[src/rtl/uart_pkg.sv]
// Shared UART definitions: frame state encoding and default frame geometry.
// Used by both the receiver and the transmitter.
package uart_pkg;

    typedef enum logic [1:0] {
        StIdle,
        StStart,
        StData,
        StStop
    } uart_state_e;

    localparam int unsigned OversampleDefault = 16;
    localparam int unsigned DataBitsDefault   = 8;

endpackage

[src/rtl/sync2.sv]
// Two-flop synchronizer for a single asynchronous bit; both stages reset to 1
// so an idle-high line never looks like a falling edge after reset.
module sync2 (
    input  logic CLK,
    input  logic Reset,
    input  logic d,
    output logic q
);

    logic meta_q;

    always_ff @(posedge CLK) begin
        if (Reset) begin
            meta_q <= 1'b1;
            q      <= 1'b1;
        end else begin
            meta_q <= d;
            q      <= meta_q;
        end
    end

endmodule

[src/rtl/receiver.sv]
// Oversampling UART receiver: start, DATA_BITS data bits MSB first, one stop bit.
// Valid / FrameErr are single-CLK pulses; DataOUT holds the last good byte.
module receiver
    import uart_pkg::*;
#(
    parameter int unsigned OVERSAMPLE = OversampleDefault,
    parameter int unsigned DATA_BITS  = DataBitsDefault
) (
    input  logic                 CLK,
    input  logic                 Reset,
    input  logic                 SampleTick,
    input  logic                 rx,
    output logic [DATA_BITS-1:0] DataOUT,
    output logic                 Valid,
    output logic                 FrameErr,
    output logic                 Busy
);

    localparam int unsigned TickW = $clog2(OVERSAMPLE);
    localparam int unsigned BitW  = $clog2(DATA_BITS + 1);

    localparam logic [TickW-1:0] HalfLast = TickW'(OVERSAMPLE / 2 - 1);
    localparam logic [TickW-1:0] FullLast = TickW'(OVERSAMPLE - 1);
    localparam logic [BitW-1:0]  LastBit  = BitW'(DATA_BITS - 1);

    logic                 rx_s;
    logic                 rx_prev_q;
    uart_state_e          state_q;
    logic [TickW-1:0]     tick_q;
    logic [BitW-1:0]      bit_q;
    logic [DATA_BITS-1:0] shreg_q;

    sync2 u_sync2 (
        .CLK   (CLK),
        .Reset (Reset),
        .d     (rx),
        .q     (rx_s)
    );

    always_ff @(posedge CLK) begin
        if (Reset) begin
            state_q   <= StIdle;
            tick_q    <= '0;
            bit_q     <= '0;
            rx_prev_q <= 1'b1;
            shreg_q   <= '0;
            DataOUT   <= '0;
            Valid     <= 1'b0;
            FrameErr  <= 1'b0;
        end else begin
            Valid    <= 1'b0;
            FrameErr <= 1'b0;
            if (SampleTick) begin
                // Tracked in every state so a line still low after a bad stop
                // bit cannot masquerade as a fresh falling edge.
                rx_prev_q <= rx_s;
                unique case (state_q)
                    StIdle: begin
                        if (rx_prev_q && !rx_s) begin
                            state_q <= StStart;
                            tick_q  <= '0;
                        end
                    end
                    StStart: begin
                        if (tick_q == HalfLast) begin
                            tick_q  <= '0;
                            bit_q   <= '0;
                            state_q <= rx_s ? StIdle : StData;
                        end else begin
                            tick_q <= tick_q + 1'b1;
                        end
                    end
                    StData: begin
                        if (tick_q == FullLast) begin
                            tick_q  <= '0;
                            shreg_q <= {shreg_q[DATA_BITS-2:0], rx_s};
                            bit_q   <= bit_q + 1'b1;
                            if (bit_q == LastBit) begin
                                state_q <= StStop;
                            end
                        end else begin
                            tick_q <= tick_q + 1'b1;
                        end
                    end
                    StStop: begin
                        if (tick_q == FullLast) begin
                            tick_q  <= '0;
                            state_q <= StIdle;
                            if (rx_s) begin
                                DataOUT <= shreg_q;
                                Valid   <= 1'b1;
                            end else begin
                                FrameErr <= 1'b1;
                            end
                        end else begin
                            tick_q <= tick_q + 1'b1;
                        end
                    end
                    default: state_q <= StIdle;
                endcase
            end
        end
    end

    assign Busy = (state_q != StIdle);

endmodule

[config.mk]
export PLATFORM = sky130hd
export DESIGN_NAME = receiver
export DESIGN_NICKNAME = d
export VERILOG_FILES = /design/src/rtl/uart_pkg.sv /design/src/rtl/sync2.sv /design/src/rtl/receiver.sv
export SDC_FILE = /design/constraint.sdc
export NUM_CORES = 1
export LEC_CHECK = 0
export CAP_MARGIN = 40
export CORE_MARGIN = 2
export CORE_UTILIZATION = 25
export CTS_BUF_LIST = sky130_fd_sc_hd__clkbuf_4 sky130_fd_sc_hd__clkbuf_8
export DETAILED_ROUTE_END_ITERATION = 16
export GPL_TIMING_DRIVEN = 0
export MAX_ROUTING_LAYER = met4
export SETUP_SLACK_MARGIN = 0.15
export SLEW_MARGIN = 0
export SYNTH_ARGS = -nofsm -noshare
export SYNTH_HDL_FRONTEND = slang
export SYNTH_HIERARCHICAL = 1
export SYNTH_SLANG_ARGS = --single-unit
[constraint.sdc]
create_clock -name CLK -period 4.6 [get_ports CLK]
set_input_delay 0.46 -clock CLK [delete_from_list [all_inputs] [get_ports CLK]]
set_output_delay 0.46 -clock CLK [all_outputs]
set_load 0.02 [all_outputs]
==> key figures, run 1 <==
Drt
  – DR iter-0 viols: 28
  – # DRC: 0
  – WL/cell: around 11 µm
  – Vias per cell: 4.29
  – Drt total wl: 2.40 mm
  – DR pass1 iterations: 4
  – Routed vias: between 900 and 1,000
  – Routed Antenna Nets: 0

Critical path
  – Critical register-to-register path startpoint: tick_q[0]
  – Critical path required time: 4.14 ns
  – Cell family with most CP delay: buffers and inverters
  – CP Buf/Inv Count: 3
  – Worst Setup SP: state_q[0]
  – Startpoint Class: flip-flop
  – R2R setup slack: 2.86 ns
  – Crit path depth: 4
  – Slowest CP cell: clkdlybuf4s50_1
  – Crit. End Element: output pin
  – Worst path cell trace: buf_6 > or2_1 > buf_2 > clkdlybuf4s50_1
  – Crit path DAT: around 1.7 ns
  – Peak per-stage delay on the critical path: ~0.55 ns
  – Crit Path Category: reg2out
  – Max Fanout on Critical Path: 9
  – Worst R2R Path Depth: 5

Logic synthesis
  – Predominant post-synthesis flop cell: dfxtp_1
  – Most frequent cell after synthesis: dfxtp_1
  – Top cells by area, synth: dfxtp_1 (47%), mux2i_1 (14%), nor2_1 (6.8%)
  – Post-synth top area share: a little under half
  – Number of library cell types mapped by synthesis: 37
  – Synth warn: 6
  – Post-Synthesis Cells: 136
  – Post-synthesis register bit count: 31
  – Syn_nets: 142
  – Commonest cells post-synth: dfxtp_1 (31), nor2_1 (24), mux2i_1 (18)
  – Cell Area, Synth: around 1300 µm²
  – Largest area contributor in the netlist: dfxtp_1
  – Sequential fraction of the synthesis area: ~47%
  – Post-synth ARST share: 0%
  – Post-synth EDFFs: 0
  – Avg Cell Area, Syn: approximately 10 µm²

Timing
  – Final setup vio count: 0
  – Skew final: around 0.0084 ns
  – Setup repair after global routing missed its margin: no
  – Max Transition Viols Final: 0
  – Slew margin rel.: between 60% and 70%
  – Minimum clock period: approximately 2.1 ns
  – Setup TNS: 0 ns
  – Fin. Hold Viols: 0
  – Worst-margin pin slew: about 0.53 ns
  – Fmax: 0.474 GHz
  – Tcrit/Tclk final: a little under half

Final layout
  – FF+latch area: between 600 and 700 µm²
  – Area grow syn2layout: 23.1%
  – Fin cells: roughly 230
  – Multi-input gate area: around 650 µm²
  – Diode count: 0
  – Share of layout cells above drive strength 1: 12.1%
  – # fillers: 548
  – Final nets: 162

Floorplanning
  – Die Y: ~77 µm
  – Core Box Area: ~5000 µm²
  – Ports: 15
  – Die Wd: 76.8 µm
  – Starting Density: between 20% and 30%
  – Die area: 5900 µm²
  – FP Rows: 26

Hold path
  – Min-Delay Path Depth: 1
  – HP Start: u_sync2/meta_q
  – Min-Delay Path Class: reg2reg

Pwr
  – Pwr/cell area: approximately 310 nW/µm²
  – P_leak: 0.659 nW
  – Peak VDD IR: roughly 0.0002 V

CTS
  – H-tree levels: 2
  – Post-CTS resize count: 0
  – CTS tree: yes
  – Number of hold buffers added after CTS: 0
  – CTS Buffer Depth: 2
  – Clk_lat worst skew: between 0.2 and 0.3 ns
  – Clock Tree Root: clkbuf_8
  – CTS buffer count: 5
  – Clk sinks: 31
  – Post-CTS Repair Setup Buffers: 0
  – Worst-path clk slew: around 0.06 ns

Global route
  – GRT Overall Usage: 9.31%
  – First-pass GRT wire length: ~4.1 mm
  – Initial antenna violation count: 0
  – Grt ovf: 0
  – Largest net degree at the start of global routing: 11
  – Number of global-route vias before repair: 934

Place
  – IO buf count: 13
  – DPL Wire Length: ~1.6 mm
  – Routability Congestion: roughly 0.73
  – Dpl cells: 219

Run
  – Maxcap violations: 0

Run status
  – Status: completed
## registers in the layout (all words and copies together) (netlist names), named ones only
signal and flops:
DataOUT 8, shreg_q 8, bit_q 4, u_sync2/meta_q 1, FrameErr 1, tick_q 4, Valid 1, state_q 1
rx_prev_q 1, u_sync2/q 1
## power by group
group | total, mW | switching (mW) | internal (mW)
clock network | 0.215 | 0.0978 | 0.118
registers | 0.272 | 0.00154 | 0.271
logic | 0.0207 | 0.0121 | 0.00855
total | 0.508 | 0.111 | 0.397
## layout make-up
cell class	count	area share (%)
flip-flops and latches	31	38.0
repair buffers	13	7.98
clock inverters	1	0.307
plain buffers	10	3.22
multi-input cells	95	40.0
clock buffers	7	5.14
well taps	70	5.37
## path summary, 6_finish.rpt
path	endpoint
worst min register to register	u_sync2/q
worst min-delay path	u_sync2/q
worst max-delay path	Busy
worst max register to register	shreg_q[6]
## routing by layer
metal / GRT usage [%] / share of wire (%) / vias up
li1: - / - / 513
met1: 10.3 / 51 / 442
met2: 14.3 / 42 / 14
met3: 3.88 / 3.9 / 5
met4: 4.91 / 2.2 / 0
met5: - / 0 / -
## placed cells by master, fill, tap and decap left out, drive strengths merged, types with 2 or more instances in the layout
master         count
nand3              5
xor2               2
mux2i             18
o21ai              3
nand2              5
and3               2
nand4              3
buf                8
or2                4
clkdlybuf4s50     13
ha                 2
nor2b              2
dfxtp             31
nor2              24
nor3               5
a21oi              4
nor3b              2
clkbuf             9
## metrics by stage
stage                     util [%]  instance area [µm²]  setup slack [ns]  total power, mW  hold WS (ns)
final                         31.9                 1630              2.49            0.508         0.427
after global routing          31.9                 1630              2.43            0.530         0.456
after CTS                     31.9                 1630              2.48            0.513         0.432
after detailed placement      30.2                 1540              2.53            0.299         0.397
after global placement        30.2                 1540              2.53            0.299         0.395
after floorplan                  -                 1330              3.07            0.292         0.385
## worst reg2reg max path: stages (launching register included)
cell     delay (ns)
dfxtp_1        0.36
ha_1           0.33
nand3_2        0.15
nor3_4         0.48
mux2i_1        0.25
nor2_1         0.05
## cell families (layout without fill, tap and decap cells)
family                     after synthesis  count (layout)  share of synthesized area, %
AOI/OAI and AO/OA                       14              14                          7.46
xor gates and xnor gates                 3               3                          1.98
adders and majority gates                2               2                          1.89
buffers and inverters                   10              31                          3.97
DFF                                     31              31                          46.8
muxes                                   18              18                          13.6
and+or+nand+nor                         58              58                          24.3
(Power assumes the default switching activity.)
==> run 2, diff against run 1 <==
==> constraint.sdc (replaced) <==
create_clock -name CLK -period 1.9 [get_ports CLK]
set_input_delay 0.19 -clock CLK [delete_from_list [all_inputs] [get_ports CLK]]
set_output_delay 0.19 -clock CLK [all_outputs]
set_load 0.02 [all_outputs]
==> run 2 against run 1 <==
Compared with the run above: non-clock buffer count is 1 higher; worst hold slack got worse by 0.15 ns; total power up 140%; sequential cell count did not move; cell area rose by 1.9%; count of clock-buffer cells in the layout is the same; register-to-register slack got worse by 2.5 ns; sequential power rose by 140%; worst setup slack got worse by 2.2 ns; die area unchanged; cell count increased by 0.44%.
==> key figures, run 2 (synthesis gave the netlist of run 1 again) <==
Final layout
  – # fillers: 546 (-0.36%)
  – Final nets: 163 (+0.62%)
  – Fin util: 32.6% (+0.61 points)
  – Diode count: 0 (unchanged)
  – Final Cell Area: 1660 µm² (+1.9%)
  – Area grow syn2layout: 25.5%
  – Commonest non-fill, non-tap cell in the layout: dfxtp_1
  – Share of layout cells above drive strength 1: 13.3% (+1.2 points)
  – Commonest cells after routing, fill and taps aside: dfxtp_1 (31), nor2_1 (24), mux2i_1 (18)
  – Top flop regs: DataOUT x8, shreg_q x8

Timing
  – Final WS setup: 0.288 ns (-2.20 ns)
  – Max Transition Viols Final: 0 (unchanged)
  – Final setup vio count: 0 (unchanged)
  – Tcrit/Tclk final: between 80% and 90%
  – Setup repair after global routing missed its margin: no
  – Worst-margin pin slew: 0.466 ns (-0.0606 ns)
  – Slew margin rel.: 68.9% (+4.2 points)
  – Setup TNS: 0 ns (unchanged)
  – Fmax: approximately 0.62 GHz
  – Fin. Hold Viols: 0 (unchanged)
  – Minimum clock period: about 1.6 ns
  – Skew final: 0.00815 ns (-0.000242 ns)

Critical path
  – Crit. End Element: output pin
  – Critical path required time: 1.71 ns (-2.43 ns)
  – Peak per-stage delay on the critical path: 0.33 ns (-0.22 ns)
  – Worst path cell trace: buf_6 > or2_1 > buf_2 > dlygate4sd2_1
  – Slowest CP cell: dlygate4sd2_1
  – Crit path DAT: 1.42 ns (-0.23 ns)
  – Startpoint Class: flip-flop
  – R2R setup slack: 0.35 ns (-2.51 ns)
  – Max Fanout on Critical Path: 9 (unchanged)
  – Crit Path Category: reg2out

CTS
  – Worst-path clk slew: 0.06 ns (about the same)
  – CTS tree: yes
  – CTS buffer count: 5 (unchanged)
  – CTS Buffer Depth: 2 (unchanged)
  – Clk sinks: 31 (unchanged)
  – H-tree levels: 2 (unchanged)
  – Clock Tree Root: clkbuf_8
  – Clk_lat worst skew: 0.28 ns (about the same)

Floorplanning
  – Die Y: 76.8 µm (unchanged)
  – Starting Density: 25.9% (unchanged)
  – Die area: 5900 µm² (unchanged)
  – Ports: 15 (unchanged)
  – Die Wd: 76.8 µm (unchanged)
  – FP Rows: 26 (unchanged)
  – Core Box Area: 5110 µm² (unchanged)

Pwr
  – P_leak: 0.669 nW (+1.4%)
  – Pwr/cell area: 735 nW/µm² (+140%)
  – Power, Total: 1.22 mW (+140%)
  – Peak VDD IR: 0.000470 V (+140%)

Drt
  – # DRC: 0 (unchanged)
  – DR pass1 iterations: 6 (+2)
  – Routed vias: 978 (+0.41%)
  – Drt total wl: 2.41 mm (+0.38%)
  – WL/cell: 10.5 µm (about the same)
  – DR iter-0 viols: 36 (+29%)
  – Routed Antenna Nets: 0 (unchanged)
  – Vias per cell: 4.29 (about the same)

Place
  – IO buf count: 13 (unchanged)
  – Routability Congestion: 0.728 (unchanged)
  – Dpl ws: 0.0997 ns (-2.43 ns)
  – DPL Wire Length: 1.64 mm (unchanged)
  – Area post-placement: 1540 µm² (unchanged)

Global route
  – First-pass GRT wire length: 4.15 mm (unchanged)
  – Grt peak-use layer: met2
  – Number of global-route vias before repair: 934 (unchanged)
  – Largest net degree at the start of global routing: 11 (unchanged)
  – Initial antenna violation count: 0 (unchanged)
  – Met2 GRT Util: 14.3% (unchanged)
  – Met1 Use GR: 10.3% (unchanged)
  – GRT Overall Usage: 9.31% (unchanged)
  – M3 GR Usage: 3.88% (unchanged)
  – Grt ovf: 0 (unchanged)

Run status
  – Status: completed

Hold path
  – Min-Delay Path Class: in2reg

Run
  – Maxcap violations: 0 (unchanged)
## run 2: timing repair
action                                  CTS  global route
resized for setup                         1             2
endpoints found under the setup margin    1            16
buffers inserted                          0             1
hold buffers                              0             0
pin swaps                                 0             1
## run 2: final cells by class
type                            count  area (µm²)  area share (%)
Multi-Input combinational cell     95         664            40.0
Clock inverter                      1        5.00           0.301
Clock buffer                        7        83.8            5.04
Buffer                             10        52.6            3.16
Timing Repair Buffer               14         149            8.95
Sequential cell                    31         621            37.3
Tap cell                           70        87.6            5.27
## run 2: path summary, 6_finish.rpt
| kind | startpoint | depth (start not counted) | endpoint |
|---|---|---|---|
| worst min register to register | u_sync2/meta_q | 1 | u_sync2/q |
| worst min-delay path | SampleTick | 2 | rx_prev_q |
| worst max register to register | tick_q[0] | 6 | DataOUT[5] |
| worst max-delay path | state_q[0] | 4 | Busy |
## run 2: where the power goes
group | leakage [nW] | internal (mW) | switching (mW)
clock | 0.0491 | 0.285 | 0.228
sequential | 0.250 | 0.655 | 0.00418
combinational | 0.369 | 0.0201 | 0.0296
## run 2: through the flow
| step | hold WS [ns] | cells |
|---|---|---|
| 2_1_floorplan | 0.287 | 136 |
| 3_5_place_dp | 0.397 | 219 |
| 4_1_cts | 0.269 | 227 |
| 5_1_grt | 0.284 | 228 |
| 3_3_place_gp | 0.395 | 219 |
| 6_report | 0.278 | 228 |
## run 2: metal layers
layer | wire, µm | part of all wire [%]
met5 | 0 | 0
met4 | 27 | 1.1
met3 | 92 | 3.8
met2 | 1040 | 43
met1 | 1240 | 52
## run 2: worst max-delay path, delay by kind of cell (launching register included)
kind	cells	cell delay [ns]
simple gates	1	0.21
buf+inv	3	0.63
flops	1	0.31
